`config.mk`:
```
export PLATFORM = sky130hd
export DESIGN_NAME = instr_encoder
export DESIGN_NICKNAME = d
export VERILOG_FILES = /design/src/rtl/instr_encoder_pkg.sv /design/src/rtl/instr_field_pack.sv /design/src/rtl/instr_encoder.sv
export SDC_FILE = /design/constraint.sdc
export NUM_CORES = 1
export LEC_CHECK = 0
export CORE_MARGIN = 10
export CORE_UTILIZATION = 43
export CTS_CLUSTER_DIAMETER = 120
export DETAILED_ROUTE_END_ITERATION = 6
export GPL_TIMING_DRIVEN = 0
export PLACE_DENSITY = 0.85
export SKIP_CTS_REPAIR_TIMING = 1
export SKIP_LAST_GASP = 1
export SYNTH_ARGS = -nofsm -noshare
export SYNTH_HDL_FRONTEND = slang
export SYNTH_HIERARCHICAL = 1
export SYNTH_SLANG_ARGS = --single-unit
```
`constraint.sdc`:
```
create_clock -name clk -period 2.15 [get_ports clk]
set_clock_uncertainty 0.05 [all_clocks]
set_input_delay 0.645 -clock clk [delete_from_list [all_inputs] [get_ports clk]]
set_output_delay 0.645 -clock clk [all_outputs]
set_load 0.05 [all_outputs]
```
`src/rtl/instr_encoder_pkg.sv`:
```
// Shared constants and field bundle for the RV64 I/S/B instruction encoder.
// Opcodes match the ones the immediate generator decodes.
package instr_encoder_pkg;

    localparam logic [1:0] FMT_I    = 2'd0;
    localparam logic [1:0] FMT_S    = 2'd1;
    localparam logic [1:0] FMT_B    = 2'd2;
    localparam logic [1:0] FMT_RSVD = 2'd3;

    localparam logic [6:0] OP_IMM    = 7'b0010011;
    localparam logic [6:0] OP_LOAD   = 7'b0000011;
    localparam logic [6:0] OP_STORE  = 7'b0100011;
    localparam logic [6:0] OP_BRANCH = 7'b1100011;

    localparam logic [31:0] NOP_INSTR = 32'h0000_0013;

    typedef struct packed {
        logic [1:0]  fmt;
        logic [6:0]  opcode;
        logic [2:0]  funct3;
        logic [4:0]  rd;
        logic [4:0]  rs1;
        logic [4:0]  rs2;
        logic [63:0] imm;
    } instr_fields_t;

    // True when imm[63:lsb] are all equal, i.e. imm fits a signed (lsb+1)-bit field.
    function automatic logic imm_fits(input logic [63:0] imm, input int unsigned lsb);
        logic [63:0] hi;
        hi = 64'($signed(imm) >>> lsb);
        return (hi == '0) || (hi == '1);
    endfunction

endpackage

```
`src/rtl/instr_field_pack.sv`:
```
// Combinational legality check and bit packing of decoded fields into one
// RV64 instruction word; illegal inputs collapse to the canonical NOP.
module instr_field_pack
    import instr_encoder_pkg::*;
(
    input  instr_fields_t f,
    output logic [31:0]   instr,
    output logic          illegal
);

    logic [31:0] raw;
    logic        ok;

    always_comb begin
        raw = NOP_INSTR;
        ok  = 1'b0;
        case (f.fmt)
            FMT_I: begin
                ok  = (f.opcode == OP_IMM || f.opcode == OP_LOAD) && imm_fits(f.imm, 11);
                raw = {f.imm[11:0], f.rs1, f.funct3, f.rd, f.opcode};
            end
            FMT_S: begin
                ok  = (f.opcode == OP_STORE) && imm_fits(f.imm, 11);
                raw = {f.imm[11:5], f.rs2, f.rs1, f.funct3, f.imm[4:0], f.opcode};
            end
            FMT_B: begin
                // 13-bit signed range plus even offset gives [-4096, 4094].
                ok  = (f.opcode == OP_BRANCH) && imm_fits(f.imm, 12) && !f.imm[0];
                raw = {f.imm[12], f.imm[10:5], f.rs2, f.rs1, f.funct3,
                       f.imm[4:1], f.imm[11], f.opcode};
            end
            FMT_RSVD: begin
                ok  = 1'b0;
                raw = NOP_INSTR;
            end
        endcase
    end

    assign illegal = !ok;
    assign instr   = ok ? raw : NOP_INSTR;

endmodule

```
`src/rtl/instr_encoder.sv`:
```
// Stream encoder: one registered output stage, byte-address tagging of each
// emitted word, and a saturating count of illegal inputs.
module instr_encoder
    import instr_encoder_pkg::*;
#(
    parameter int ADDR_W    = 10,
    parameter int BASE_ADDR = 0
) (
    input  logic              clk,
    input  logic              rst_n,
    input  logic              clear,
    input  logic              in_valid,
    output logic              in_ready,
    input  logic [1:0]        in_fmt,
    input  logic [6:0]        in_opcode,
    input  logic [2:0]        in_funct3,
    input  logic [4:0]        in_rd,
    input  logic [4:0]        in_rs1,
    input  logic [4:0]        in_rs2,
    input  logic [63:0]       in_imm,
    output logic              out_valid,
    input  logic              out_ready,
    output logic [31:0]       out_instr,
    output logic [ADDR_W-1:0] out_addr,
    output logic              out_err,
    output logic [15:0]       err_count
);

    localparam logic [ADDR_W-1:0] BASE = ADDR_W'(BASE_ADDR);

    instr_fields_t     fields;
    logic [31:0]       pack_instr;
    logic              pack_illegal;
    logic [ADDR_W-1:0] next_addr;
    logic              xfer;

    assign fields = '{fmt: in_fmt, opcode: in_opcode, funct3: in_funct3,
                      rd: in_rd, rs1: in_rs1, rs2: in_rs2, imm: in_imm};

    instr_field_pack u_pack (
        .f       (fields),
        .instr   (pack_instr),
        .illegal (pack_illegal)
    );

    // clear blocks intake so a restart never races an accepted word.
    assign in_ready = !clear && (!out_valid || out_ready);
    assign xfer     = in_valid && in_ready;

    always_ff @(posedge clk or negedge rst_n) begin
        if (!rst_n) begin
            out_valid <= 1'b0;
            out_instr <= '0;
            out_addr  <= BASE;
            out_err   <= 1'b0;
            err_count <= '0;
            next_addr <= BASE;
        end else begin
            if (xfer) begin
                out_valid <= 1'b1;
                out_instr <= pack_instr;
                out_err   <= pack_illegal;
                out_addr  <= next_addr;
                next_addr <= next_addr + ADDR_W'(4);
                if (pack_illegal && err_count != 16'hFFFF)
                    err_count <= err_count + 16'd1;
            end else if (out_ready) begin
                out_valid <= 1'b0;
            end
            // The pending word keeps its address; only the counters restart.
            if (clear) begin
                next_addr <= BASE;
                err_count <= '0;
            end
        end
    end

endmodule

```
==> impl_metrics.ini, run 1 <==
[worst_setup_path]
crit_slowest_cell = or4_1
worstPathRequired_ps = 2330
cpPeakStageDelay_ps = 440
worst_setup_path_end_kind = flop
path_max_fanout = 6
path_class = in -> reg
cp_cell_sequence = dlymetal6s2s_1 -> nor4_2 -> nand4_1 -> or4_1 -> a211o_1 -> buf_6 -> and2_4 -> nand4_4 -> buf_6 -> buf_6 -> buf_6 -> or4_4 -> nand2_2
arrival_ps = 2930
cp.buffers_inverters = 5
crit_family = simple AND/OR/NAND/NOR gates
crit_top_cell = buf_6
crit_path_start_kind = input port

[sta]
worstMarginPinSlew_ps = 830
tns_ps = -18620
max_freq_mhz = 364
period_minus_slack_ps = 2750
final_max_slew_viol_count = 0
layout_setup_ws_ps = -597
finalHoldViolCount = 0
period_share_pct = 128
slew_headroom_pct = 44.7
rsz0062_at_grt = true
report.final.setup_viol = 46
fin_hold_ws_ps = 317

[clock_network]
cts-root-buf = clkbuf_8
clkTransAtPathRegs_ps = 80
cts_buffers = 9
clockBufferDepth = 2
cts_sinks = 66
cts_tree = built
insertion_delay_ps = 350
h-tree-depth = 3

[floorplan]
design.core.area_um2 = 8640
io_pins = 157
die_h_um = 114
die_area_um2 = 12900
start_util_pct = 43.7
fp-row-count = 34
die_w_um = 114

[power_and_ir_drop]
powerDensity_nw_per_um2 = 463
ir_worst_vdd_mv = 0.443
leakage_uw = 0.00372

[grt]
antenna_found_initial = 0
track_usage_pct = 18.7
grt_max_degree = 67
grt-ovfl-total = 0
grt_pass1_wl_um = 19400
grt_pass1_vias = 3754

[flow_run]
cap_violations = 0

[synth]
synth_cell_types = 49
yosys_most_used_dff = dfrtp_1
ys_warn_count = 6
yosysSeqAreaShare_pct = 43.8
ys_seq_elements = 66
synth-edff-count = 0
async_flop_share_pct = 100
syn_area_um2 = 3770
synthCells = 365
avgSynthCellArea_um2 = 10.3

[routing]
wl_per_cell_um = 20.3
wirelength_um = 13200
drc = 0
via_count = 3676
first_pass_iters = 6
routed_via_density = 5.66
drt_iter0_drc = 248
ant_nets = 0

[layout]
diodes = 0
nNetsFinal = 635
final_common_cell = dlymetal6s2s_1
drive_gt1_share_pct = 28.2
area_delta_synth_final_pct = 60.8
final_cell_mix = 93 x dlymetal6s2s_1, 66 x dfrtp_1, 41 x mux2_2

[hold_path]
hold_path_class = in -> async

[place]
place_hpwl_um = 9870
place.port_buffers = 151
place.gp.congestion = 0.875

[outcome]
violations = negative setup slack
status = finished with violations
-- path summary, 6_finish.rpt --
path	from	end	slack (ps)	depth (start not counted)
max	in_imm[37]	err_count[4]	-600	13
min	rst_n	err_count[15]	320	1
max reg2reg	err_count[0]	err_count[12]	140	6
min reg2reg	next_addr[9]	next_addr[9]	430	1
max in group asynchronous	rst_n	next_addr[8]	1160	1
min in group clk	next_addr[9]	next_addr[9]	430	1
-- metal layers --
| metal | up-vias | track usage, % | part of all wire, % |
|---|---|---|---|
| met3 | 19 | 5.62 | 8.2 |
| li1 | 1710 | - | - |
| met2 | 171 | 34.2 | 51 |
| met4 | 0 | 5.58 | 1.6 |
| met5 | - | 0 | 0 |
| met1 | 1776 | 20.2 | 39 |
-- sequential cells by signal (all words and copies together), names as in the netlist --
name       flops
err_count     16
next_addr      8
out_addr       8
out_err        1
out_instr     32
out_valid      1
-- cell usage after synthesis, types with 2 or more instances --
master / instances / area share, %
buf_4: 6 / 1.2
or2_2: 2 / 0.33
buf_6: 6 / 1.8
nand3_1: 7 / 0.93
conb_1: 3 / 0.30
or3_1: 2 / 0.33
buf_2: 6 / 0.80
mux2i_1: 7 / 1.9
nor2b_1: 10 / 1.7
a21boi_1: 7 / 1.4
nor2_1: 24 / 2.4
xor2_1: 4 / 0.93
clkbuf_1: 9 / 0.90
or4_1: 5 / 1.0
o311ai_0: 5 / 1.2
o41ai_1: 5 / 1.2
o21ai_0: 5 / 0.66
o31ai_1: 3 / 0.60
mux2_2: 44 / 13
nand4_1: 27 / 4.5
and2_1: 4 / 0.66
ha_1: 2 / 0.66
nand2b_1: 3 / 0.50
nor3_1: 3 / 0.40
inv_1: 3 / 0.30
a21oi_2: 9 / 2.1
nor4_1: 21 / 3.5
dfrtp_1: 66 / 44
and3_1: 3 / 0.50
xnor2_1: 2 / 0.46
nand2_1: 14 / 1.4
a21oi_1: 24 / 3.2
a21boi_0: 8 / 1.6
-- area by class of cell --
class / instances / area, µm²
well taps: 108 / 135
flip-flops and latches: 66 / 1650
multi-input cells: 270 / 2140
fillers: 628 / 2570
clock buffers: 10 / 138
clock inverters: 6 / 32.5
inverters: 4 / 15.0
plain buffers: 27 / 204
repair buffers: 159 / 1750
-- report_power, final --
part | switching (µW) | total (µW) | internal (µW)
Combinational | 317 | 589 | 272
Clock | 490 | 929 | 439
Sequential | 18.2 | 1290 | 1270
Total | 826 | 2810 | 1980
-- stage by stage --
stage               worst slack (ps)  utilization [%]  area (µm²)  cells  total power [µW]
finish                          -597             70.2        6070    650              2810
CTS                            -1510             65.8        5680    643              2830
detailed placement             -1510             63.8        5510    627              1900
global placement               -1800             63.8        5510    627              1890
global route                    -681             70.2        6070    650              2920
floorplan                       -587                -        3860    368              1580
-- cell families (layout without fill, tap and decap cells) --
| kind of cell | count (synthesis) | count (layout) | share of synthesized area, % |
|---|---|---|---|
| multiplexers | 51 | 51 | 15.0 |
| flip-flops | 66 | 66 | 43.8 |
| XOR/XNOR | 6 | 6 | 1.39 |
| adder cells (fa/ha/maj) | 2 | 2 | 0.663 |
| AND/OR/NAND/NOR | 134 | 134 | 20.7 |
| buffers and inverters | 32 | 206 | 5.21 |
| AO/OA/AOI/OAI | 71 | 71 | 12.9 |
| other | 3 | 6 | 0.298 |
(Power assumes the default switching activity.)
==> inputs of run 2 (changes only) <==
--- a/config.mk
+++ b/config.mk
@@ -11,8 +11,8 @@
 export DETAILED_ROUTE_END_ITERATION = 6
 export GPL_TIMING_DRIVEN = 0
 export PLACE_DENSITY = 0.85
-export SKIP_CTS_REPAIR_TIMING = 1
 export SKIP_LAST_GASP = 1
+export SLEW_MARGIN = 10
 export SYNTH_ARGS = -nofsm -noshare
 export SYNTH_HDL_FRONTEND = slang
 export SYNTH_HIERARCHICAL = 1
==> impl_metrics.ini, run 2 (same netlist as run 1, synthesis figures left out) <==
[power_and_ir_drop]
switchingPower_uw = 824
p_int_uw = 1960
power_uw = 2790
leakage_uw = 0.00280
p_seq_share_pct = 46.3
pwr-share-clk_pct = 33.1
ir_worst_vdd_mv = 0.495
powerDensity_nw_per_um2 = 467
sw_frac_of_total_pct = 29.6
comb_power_share_pct = 20.6

[grt]
grt_max_degree = 42
antenna_found_initial = 0
grt_pass1_vias = 3857
grt-ovfl-total = 0
track_usage_pct = 19.4
grt_pass1_wl_um = 20300

[routing]
drc = 0
wl_per_cell_um = 20.3
drt_iter0_drc = 187
via_count = 3660
routed_via_density = 5.58
wirelength_um = 13300
first_pass_iters = 4
ant_nets = 0

[sta]
worstMarginPinSlew_ps = 560
rsz0062_at_grt = true
finalHoldViolCount = 0
report.final.setup_viol = 46
slew_headroom_pct = 62.7
period_share_pct = 129
final_max_slew_viol_count = 0
tns_ps = -22940
layout_setup_ws_ps = -620
period_minus_slack_ps = 2770
max_freq_mhz = 361

[clock_network]
h-tree-depth = 3
cts_buffers = 9
insertion_delay_ps = 330
clkTransAtPathRegs_ps = 70
cts_hold_buf = 0
clockBufferDepth = 2
cts_tree = built
cts_sinks = 66
cts-root-buf = clkbuf_8

[worst_setup_path]
cpPeakStageDelay_ps = 490
crit_path_start_kind = input port
crit_top_cell = buf_6
reg2regPathDepth = 6
path_class = in -> reg
path_max_fanout = 8
arrival_ps = 2920
cp.buffers_inverters = 5
crit_family = simple AND/OR/NAND/NOR gates
cp.depth = 12
worstPathRequired_ps = 2300
crit_slowest_cell = or4_1
worst_setup_path_end_kind = flop
cp_cell_sequence = dlygate4sd2_1 -> nor4_1 -> nand2_1 -> or4_1 -> a211o_1 -> buf_6 -> and2_4 -> nand4_4 -> buf_6 -> clkbuf_16 -> buf_12 -> o41ai_4

[layout]
top_regs = out_instr: 32 flops, err_count: 16 flops
diodes = 0
fin_area_um2 = 5970
largest_register = out_instr
final_cell_mix = 70 x dlygate4sd2_1, 66 x dfrtp_1, 36 x clkdlybuf4s50_1
largest_reg_flops = 32
final_common_cell = dlygate4sd2_1
stdcell_count = 656
area_delta_synth_final_pct = 58.3
nNetsFinal = 641
drive_gt1_share_pct = 31.8

[flow_run]
cap_violations = 0

[outcome]
status = finished with violations
violations = negative setup slack

[hold_path]
hold_path_class = in -> async

[place]
placedCellCount = 628
place.gp.congestion = 0.875
postPlaceCellArea_um2 = 5530
place.port_buffers = 151
pre_cts_slack_ps = -1520
place_hpwl_um = 10000

[floorplan]
die_area_um2 = 12900
die_h_um = 114
fp-row-count = 34
start_util_pct = 43.7
io_pins = 157
die_w_um = 114
design.core.area_um2 = 8640
-- run 2: changes by cell type in the layout (fill, tap and decap cells not counted), moves of 11 or more --
cell             change
mux2_4              +13
mux2_2              -13
clkdlybuf4s15_1     +14
clkbuf_2            -11
dlygate4sd2_1       +70
dlymetal6s2s_1      -91
buf_2               +19
-- run 2: layout make-up --
class | count | area, µm²
Clock buffer | 10 | 138
Sequential cell | 66 | 1650
Tap cell | 108 | 135
Inverter | 4 | 15.0
Timing Repair Buffer | 164 | 1500
Multi-Input combinational cell | 270 | 2270
Fill cell | 674 | 2660
Buffer | 28 | 233
Clock inverter | 6 | 32.5
-- run 2: per-layer routing --
metal / track usage [%] / part of all wire, %
met4: 4.06 / 1.0
met1: 21.8 / 39
met3: 5.62 / 8.9
met2: 35.6 / 51
met5: 0 / 0
-- run 2: final timing paths --
check	startpoint	end	slack, ps
min in group clk	next_addr[9]	next_addr[9]	430
max in group asynchronous	rst_n	out_instr[5]	1360
setup / recovery	in_imm[18]	err_count[3]	-620
hold reg to reg	next_addr[9]	next_addr[9]	430
hold / removal	rst_n	err_count[7]	160
setup reg to reg	err_count[0]	err_count[7]	80
-- run 2: what timing repair did --
item / in CTS / in global routing
pin swaps: 29 / 29
gates cloned: 1 / 0
setup endpoints to repair: 114 / 55
gates resized for setup: 238 / 54
buffers inserted: 8 / 3
-- run 2: per-stage QoR --
stage	hold slack [ps]	util [%]
2_1_floorplan	299	-
3_3_place_gp	417	63.8
3_5_place_dp	422	64.0
4_1_cts	159	66.8
5_1_grt	171	69.2
6_report	159	69.2
-- run 2: power groups by stage --
stage	Combinational [µW]	Clock (µW)	Sequential (µW)
3_3_place_gp	575	0	1310
3_5_place_dp	588	0	1310
2_1_floorplan	174	0	1410
5_1_grt	614	1000	1290
4_1_cts	562	943	1290
6_report	575	924	1290
